File: config.mk
export PLATFORM = sky130hd
export DESIGN_NAME = ps2_host_tx_flat
export DESIGN_NICKNAME = d
export VERILOG_FILES = /design/src/rtl/ps2_pkg.sv /design/src/rtl/ps2_host_tx_if.sv /design/src/rtl/ps2_line_sync.sv /design/src/rtl/ps2_host_tx.sv /design/src/flat_wrapper.sv
export SDC_FILE = /design/constraint.sdc
export NUM_CORES = 1
export LEC_CHECK = 0
export BUFFER_PORTS_ARGS = -buffer_cell sky130_fd_sc_hd__buf_2
export CAP_MARGIN = 5
export CORE_MARGIN = 2
export CORE_UTILIZATION = 54
export CTS_CLUSTER_DIAMETER = 60
export DETAILED_ROUTE_END_ITERATION = 12
export HOLD_SLACK_MARGIN = 0.08
export PLACE_DENSITY = 0.75
export SETUP_SLACK_MARGIN = 0.1
export SLEW_MARGIN = 10
export SYNTH_ARGS = -nofsm -noshare
export SYNTH_HDL_FRONTEND = slang
export SYNTH_HIERARCHICAL = 1
export SYNTH_SLANG_ARGS = --single-unit
File: constraint.sdc
create_clock -name clk_i -period 1.8 [get_ports clk_i]
set_input_delay 0.27 -clock clk_i [delete_from_list [all_inputs] [get_ports clk_i]]
set_output_delay 0.27 -clock clk_i [all_outputs]
set_load 0.03 [all_outputs]
File: src/rtl/ps2_pkg.sv
// Shared types and constants for the PS/2 host transmitter: FSM states, error codes,
// well-known keyboard commands and the frame parity helper.
package ps2_pkg;

  typedef enum logic [2:0] {
    StIdle,
    StInhibit,
    StReq,
    StSend,
    StAck,
    StWaitIdle
  } ps2_state_e;

  localparam logic [1:0] ErrNone    = 2'b00;
  localparam logic [1:0] ErrTimeout = 2'b01;
  localparam logic [1:0] ErrNoAck   = 2'b10;

  localparam logic [7:0] CmdSetLeds = 8'hED;
  localparam logic [7:0] CmdEnable  = 8'hF4;
  localparam logic [7:0] CmdReset   = 8'hFF;

  // Parity bit that makes data plus parity contain an odd number of ones.
  function automatic logic odd_parity(input logic [7:0] data);
    return ~^data;
  endfunction

endpackage

File: src/rtl/ps2_host_tx_if.sv
// Command handshake plus open-drain pad signals of the PS/2 host transmitter.
interface ps2_host_tx_if;
  logic [7:0] tx_data;
  logic       tx_valid;
  logic       tx_ready;
  logic       key_clk;
  logic       key_data;
  logic       clk_drive_low;
  logic       data_drive_low;
  logic       busy;
  logic       done;
  logic       error;
  logic [1:0] error_code;

  modport slave (
    input  tx_data, tx_valid, key_clk, key_data,
    output tx_ready, clk_drive_low, data_drive_low, busy, done, error, error_code
  );

  modport master (
    output tx_data, tx_valid, key_clk, key_data,
    input  tx_ready, clk_drive_low, data_drive_low, busy, done, error, error_code
  );
endinterface

File: src/rtl/ps2_line_sync.sv
// Two-flop synchroniser for an asynchronous PS/2 pad line with a falling-edge strobe.
module ps2_line_sync #(
  parameter logic IdleLevel = 1'b1
) (
  input  logic clk_i,
  input  logic rst_i,
  input  logic line_i,
  output logic sync_o,
  output logic fe_o
);

  logic meta_q, sync_q, prev_q;

  // Flops reset to the idle bus level so leaving reset never produces a false edge.
  always_ff @(posedge clk_i or posedge rst_i) begin
    if (rst_i) begin
      meta_q <= IdleLevel;
      sync_q <= IdleLevel;
      prev_q <= IdleLevel;
    end else begin
      meta_q <= line_i;
      sync_q <= meta_q;
      prev_q <= sync_q;
    end
  end

  assign sync_o = sync_q;
  assign fe_o   = prev_q & ~sync_q;

endmodule

File: src/rtl/ps2_host_tx.sv
// PS/2 host-to-device transmitter: requests the bus, shifts out one command byte on the
// device clock, checks the acknowledge and reports done/error.
module ps2_host_tx
  import ps2_pkg::*;
#(
  parameter int unsigned InhibitCycles = 3000,
  parameter int unsigned TimeoutCycles = 375000
) (
  input logic           clk_i,
  input logic           rst_i,
  ps2_host_tx_if.slave  ps2_io
);

  localparam int unsigned InhW = $clog2(InhibitCycles);
  localparam int unsigned GapW = $clog2(TimeoutCycles);
  localparam logic [InhW-1:0] InhLast = InhW'(InhibitCycles - 1);
  localparam logic [InhW-1:0] InhData = InhW'(InhibitCycles - 2);
  localparam logic [GapW-1:0] GapLast = GapW'(TimeoutCycles - 1);

  ps2_state_e      state_q;
  logic [9:0]      frame_q;
  logic [3:0]      bit_cnt_q;
  logic [InhW-1:0] inh_cnt_q;
  logic [GapW-1:0] gap_q;
  logic            tx_ready_q, busy_q, clk_drv_q, data_drv_q, done_q, error_q;
  logic [1:0]      err_code_q;

  logic clk_sync, clk_fe, data_sync, data_fe_unused;
  logic lines_idle, timeout_hit;

  ps2_line_sync #(.IdleLevel(1'b1)) u_clk_sync (
    .clk_i  (clk_i),
    .rst_i  (rst_i),
    .line_i (ps2_io.key_clk),
    .sync_o (clk_sync),
    .fe_o   (clk_fe)
  );

  ps2_line_sync #(.IdleLevel(1'b1)) u_data_sync (
    .clk_i  (clk_i),
    .rst_i  (rst_i),
    .line_i (ps2_io.key_data),
    .sync_o (data_sync),
    .fe_o   (data_fe_unused)
  );

  assign lines_idle = clk_sync & data_sync;
  // A device clock edge beats the gap limit, and a finished WAIT_IDLE beats it too.
  assign timeout_hit = (state_q inside {StSend, StAck, StWaitIdle}) && !clk_fe &&
                       (gap_q == GapLast) && !(state_q == StWaitIdle && lines_idle);

  always_ff @(posedge clk_i or posedge rst_i) begin
    if (rst_i) begin
      state_q    <= StIdle;
      frame_q    <= '0;
      bit_cnt_q  <= '0;
      inh_cnt_q  <= '0;
      gap_q      <= '0;
      tx_ready_q <= 1'b1;
      busy_q     <= 1'b0;
      clk_drv_q  <= 1'b0;
      data_drv_q <= 1'b0;
      done_q     <= 1'b0;
      error_q    <= 1'b0;
      err_code_q <= ErrNone;
    end else begin
      done_q  <= 1'b0;
      error_q <= 1'b0;
      unique case (state_q)
        StIdle: begin
          if (ps2_io.tx_valid) begin
            frame_q    <= {1'b1, odd_parity(ps2_io.tx_data), ps2_io.tx_data};
            err_code_q <= ErrNone;
            bit_cnt_q  <= '0;
            inh_cnt_q  <= '0;
            tx_ready_q <= 1'b0;
            busy_q     <= 1'b1;
            clk_drv_q  <= 1'b1;
            state_q    <= StInhibit;
          end
        end
        StInhibit: begin
          inh_cnt_q <= inh_cnt_q + 1'b1;
          // Start bit goes low one cycle before the clock line is released.
          if (inh_cnt_q == InhData) data_drv_q <= 1'b1;
          if (inh_cnt_q == InhLast) begin
            clk_drv_q <= 1'b0;
            state_q   <= StReq;
          end
        end
        StReq: begin
          gap_q   <= '0;
          state_q <= StSend;
        end
        StSend: begin
          if (clk_fe) begin
            gap_q      <= '0;
            data_drv_q <= ~frame_q[bit_cnt_q];
            bit_cnt_q  <= bit_cnt_q + 1'b1;
            if (bit_cnt_q == 4'd9) state_q <= StAck;
          end else begin
            gap_q <= gap_q + 1'b1;
          end
        end
        StAck: begin
          if (clk_fe) begin
            gap_q <= '0;
            if (!data_sync) begin
              state_q <= StWaitIdle;
            end else begin
              err_code_q <= ErrNoAck;
              error_q    <= 1'b1;
              data_drv_q <= 1'b0;
              tx_ready_q <= 1'b1;
              busy_q     <= 1'b0;
              state_q    <= StIdle;
            end
          end else begin
            gap_q <= gap_q + 1'b1;
          end
        end
        StWaitIdle: begin
          if (lines_idle) begin
            done_q     <= 1'b1;
            tx_ready_q <= 1'b1;
            busy_q     <= 1'b0;
            state_q    <= StIdle;
          end else if (clk_fe) begin
            gap_q <= '0;
          end else begin
            gap_q <= gap_q + 1'b1;
          end
        end
        default: state_q <= StIdle;
      endcase

      if (timeout_hit) begin
        err_code_q <= ErrTimeout;
        error_q    <= 1'b1;
        clk_drv_q  <= 1'b0;
        data_drv_q <= 1'b0;
        tx_ready_q <= 1'b1;
        busy_q     <= 1'b0;
        state_q    <= StIdle;
      end
    end
  end

  assign ps2_io.tx_ready       = tx_ready_q;
  assign ps2_io.busy           = busy_q;
  assign ps2_io.clk_drive_low  = clk_drv_q;
  assign ps2_io.data_drive_low = data_drv_q;
  assign ps2_io.done           = done_q;
  assign ps2_io.error          = error_q;
  assign ps2_io.error_code     = err_code_q;

endmodule

File: src/flat_wrapper.sv
// flat-port wrapper written by rule: the top's interface ports become plain ports
module ps2_host_tx_flat import ps2_pkg::*;
#(
  parameter int unsigned InhibitCycles = 3000,
  parameter int unsigned TimeoutCycles = 375000
)
  (clk_i, rst_i, ps2_io_tx_data, ps2_io_tx_valid, ps2_io_key_clk, ps2_io_key_data, ps2_io_tx_ready, ps2_io_clk_drive_low, ps2_io_data_drive_low, ps2_io_busy, ps2_io_done, ps2_io_error, ps2_io_error_code);
  ps2_host_tx_if ps2_io_i ();
  input logic clk_i;
  input logic rst_i;
  input wire logic [$bits(ps2_io_i.tx_data)-1:0] ps2_io_tx_data;
  input wire logic [$bits(ps2_io_i.tx_valid)-1:0] ps2_io_tx_valid;
  input wire logic [$bits(ps2_io_i.key_clk)-1:0] ps2_io_key_clk;
  input wire logic [$bits(ps2_io_i.key_data)-1:0] ps2_io_key_data;
  output wire logic [$bits(ps2_io_i.tx_ready)-1:0] ps2_io_tx_ready;
  output wire logic [$bits(ps2_io_i.clk_drive_low)-1:0] ps2_io_clk_drive_low;
  output wire logic [$bits(ps2_io_i.data_drive_low)-1:0] ps2_io_data_drive_low;
  output wire logic [$bits(ps2_io_i.busy)-1:0] ps2_io_busy;
  output wire logic [$bits(ps2_io_i.done)-1:0] ps2_io_done;
  output wire logic [$bits(ps2_io_i.error)-1:0] ps2_io_error;
  output wire logic [$bits(ps2_io_i.error_code)-1:0] ps2_io_error_code;
  assign ps2_io_i.tx_data = ps2_io_tx_data;
  assign ps2_io_i.tx_valid = ps2_io_tx_valid;
  assign ps2_io_i.key_clk = ps2_io_key_clk;
  assign ps2_io_i.key_data = ps2_io_key_data;
  assign ps2_io_tx_ready = ps2_io_i.tx_ready;
  assign ps2_io_clk_drive_low = ps2_io_i.clk_drive_low;
  assign ps2_io_data_drive_low = ps2_io_i.data_drive_low;
  assign ps2_io_busy = ps2_io_i.busy;
  assign ps2_io_done = ps2_io_i.done;
  assign ps2_io_error = ps2_io_i.error;
  assign ps2_io_error_code = ps2_io_i.error_code;
  ps2_host_tx #(.InhibitCycles(InhibitCycles), .TimeoutCycles(TimeoutCycles)) u_core (.clk_i(clk_i), .rst_i(rst_i), .ps2_io(ps2_io_i));
endmodule
==> metrics <==
Crit Path Max Fanout=3; Final setup viols=5; Setup WS pre-CTS=-0.08779 ns; worst vdd ir=866.3 uV; share of power burned in registers=33.4%; Slew HR=71.27%; Least-Margin Pin Slew=0.4310 ns; total congestion overflow=0; endpoint class of the critical path=flop; Fmax achieved=521.0 MHz; Clk pwr share=24.5%; worst hold start=ps2_io_tx_data[4]; core area=5816 sq um; CTS Root Cell=clkbuf_8; worst hold path cell count=3; GP Congestion=0.8463; status=finished with violations; htree depth=3; num rows=28; via count=2,888; Ys Warns=6; detailed-router iteration count before antenna repair=5; Num CTS Buffers=9; Die W=81.08 microns; Synth Cell Area=3208 sq um; sw frac=37.61%; Sw Pwr=2.195 mW; Clk Latency, worst-skew pair=0.35 ns; worst r2r src=u_core/gap_q[14]; Pwr Density=1377 nW/um^2; R2R cell count=5; CP startpoint=u_core/gap_q[14]; Die Ht=81.08 microns; Final ANT Viol Nets=0; failing checks=setup timing; clk_skew=0.009873 ns; Total GRT Usage=26.25%; Fin. Hold Viols=0; die area=6573 sq um; Syn Nets=359; Hold Crit Class=primary input to flop; layout cells sized above 1=33.88%; Fillers=422; setup slack after layout=-0.1195 ns; reg2reg end=u_core/ps2_io.error_code[1]; reg2reg setup slack=-0.12 ns; Clk pin slew, worst setup/hold paths=0.07 ns; CP Launch Type=flop; WS Path Type=flop to flop; total internal power=3.642 mW; hold endpoint=u_core/frame_q[4]; vias in the first global route=2,842; CTS tree=yes; clock tree buffer depth=2; WL per Instance=16.16 microns; clock sinks=61; drt initial violations=132; Antenna diodes=0; worst endpoint data arrival time=2.15 ns; Port Buffer Count=20; nets@finish=438; period utilisation layout=106.6%; RSZ-0062 raised after global routing=true; Pleak=1.911 nW; WP data required=2.03 ns; Logic pwr share=42.1%; fin. max-slew vios=0; io pins=21; Syn-to-layout area delta=32.10%; maxcap violations=0; cells after synthesis=341; drt via density=5.776; first-pass GRT wire length=13,140 microns; # DRC=0; initial core utilization=55.16%; Routed WL=8078 microns; Layout Utilization=72.87%; Final Critical Period=1.920 ns; largest net degree at the start of global routing=30; antenna violations before repair=0; Detailed Place HPWL=5326 microns; Avg Inst Size Synth=9.408 sq um; Hold Slack=0.1363 ns
## per-stage QoR
stage | power [mW] | instance area (sq um) | setup TNS, ns | instances
after floorplan | 3.266 | 3241 | -0.08876 | 341
after global placement | 3.985 | 3719 | -0.04692 | 469
after detailed placement | 4.077 | 3719 | -0.1704 | 469
after CTS | 5.552 | 4054 | -0.1604 | 491
after global routing | 6.197 | 4238 | -0.7815 | 500
final | 5.837 | 4238 | -0.2751 | 500
## routing by layer
metal  global-route usage, %  up-vias  wire length [microns]
met5                       0        -                      0
li1                        -     1378                      -
met3                   4.667       20                    399
met1                   34.79     1392                   3536
met2                   42.56       98                   3915
met4                   11.19        0                    228
## sequential cells by signal (all words and copies together) (netlist names), 2 cells and up
name                      count
u_core/frame_q               10
u_core/gap_q                 19
u_core/inh_cnt_q             12
u_core/state_q                3
u_core/bit_cnt_q              4
u_core/ps2_io.error_code      2
## worst max-delay path, cell delays in order, from the launching register on
cell	delay, ns
dfrtp_1	0.39
or4_4	0.55
nor3_4	0.20
nand4b_4	0.13
mux2_2	0.30
a22o_1	0.24
## what timing repair did
| item | CTS | global route |
|---|---|---|
| pin swaps | 4 | 9 |
| hold buffers | 3 | 0 |
| gates resized for setup | 14 | 30 |
| endpoints found under the hold margin | 62 | 0 |
| setup endpoints to repair | 14 | 31 |
| buffers inserted | 3 | 9 |
## layout make-up
type	count	area (sq um)	area share, %
sequential	61	1540	36.34
multi-input combinational	258	1755	41.42
timing repair buffer	79	573.1	13.52
inverter	11	41.29	0.9743
tap	75	93.84	2.214
clock buffer	11	151.4	3.572
clock inverter	5	82.58	1.949
## worst max-delay path by stage
| stage | slack, ns | to | depth (start not counted) |
|---|---|---|---|
| 5_1_grt | -0.19 | u_core/ps2_io.error_code[1] | 5 |
| 2_1_floorplan | -0.08 | u_core/ps2_io.error_code[1] | 5 |
| 6_report | -0.12 | u_core/ps2_io.error_code[1] | 5 |
| 4_1_cts | -0.07 | u_core/ps2_io.error_code[1] | 5 |
| 3_3_place_gp | -0.04 | u_core/ps2_io.error_code[1] | 5 |
| 3_5_place_dp | -0.09 | u_core/ps2_io.error_code[1] | 5 |
## placed cells by master, fill, tap and decap left out, types with 5 or more instances in the layout
master,n
xnor2_1,8
nand2_1,67
dfstp_2,6
mux2i_1,5
nand4_1,9
o21ai_0,27
nor2_1,23
inv_1,9
buf_2,20
buf_6,6
buf_4,50
nand3_1,12
clkbuf_8,11
xor2_1,8
a21oi_1,7
dfrtp_2,5
dfrtp_1,50
## power by group through the flow
| stage | registers [mW] | logic, mW | clock network, mW |
|---|---|---|---|
| after floorplan | 1.96 | 1.30 | 0 |
| after global placement | 1.91 | 2.08 | 0 |
| after detailed placement | 1.93 | 2.15 | 0 |
| after CTS | 1.91 | 2.20 | 1.44 |
| after global routing | 1.99 | 2.71 | 1.49 |
| final | 1.95 | 2.46 | 1.43 |
(Power assumes the default switching activity.)
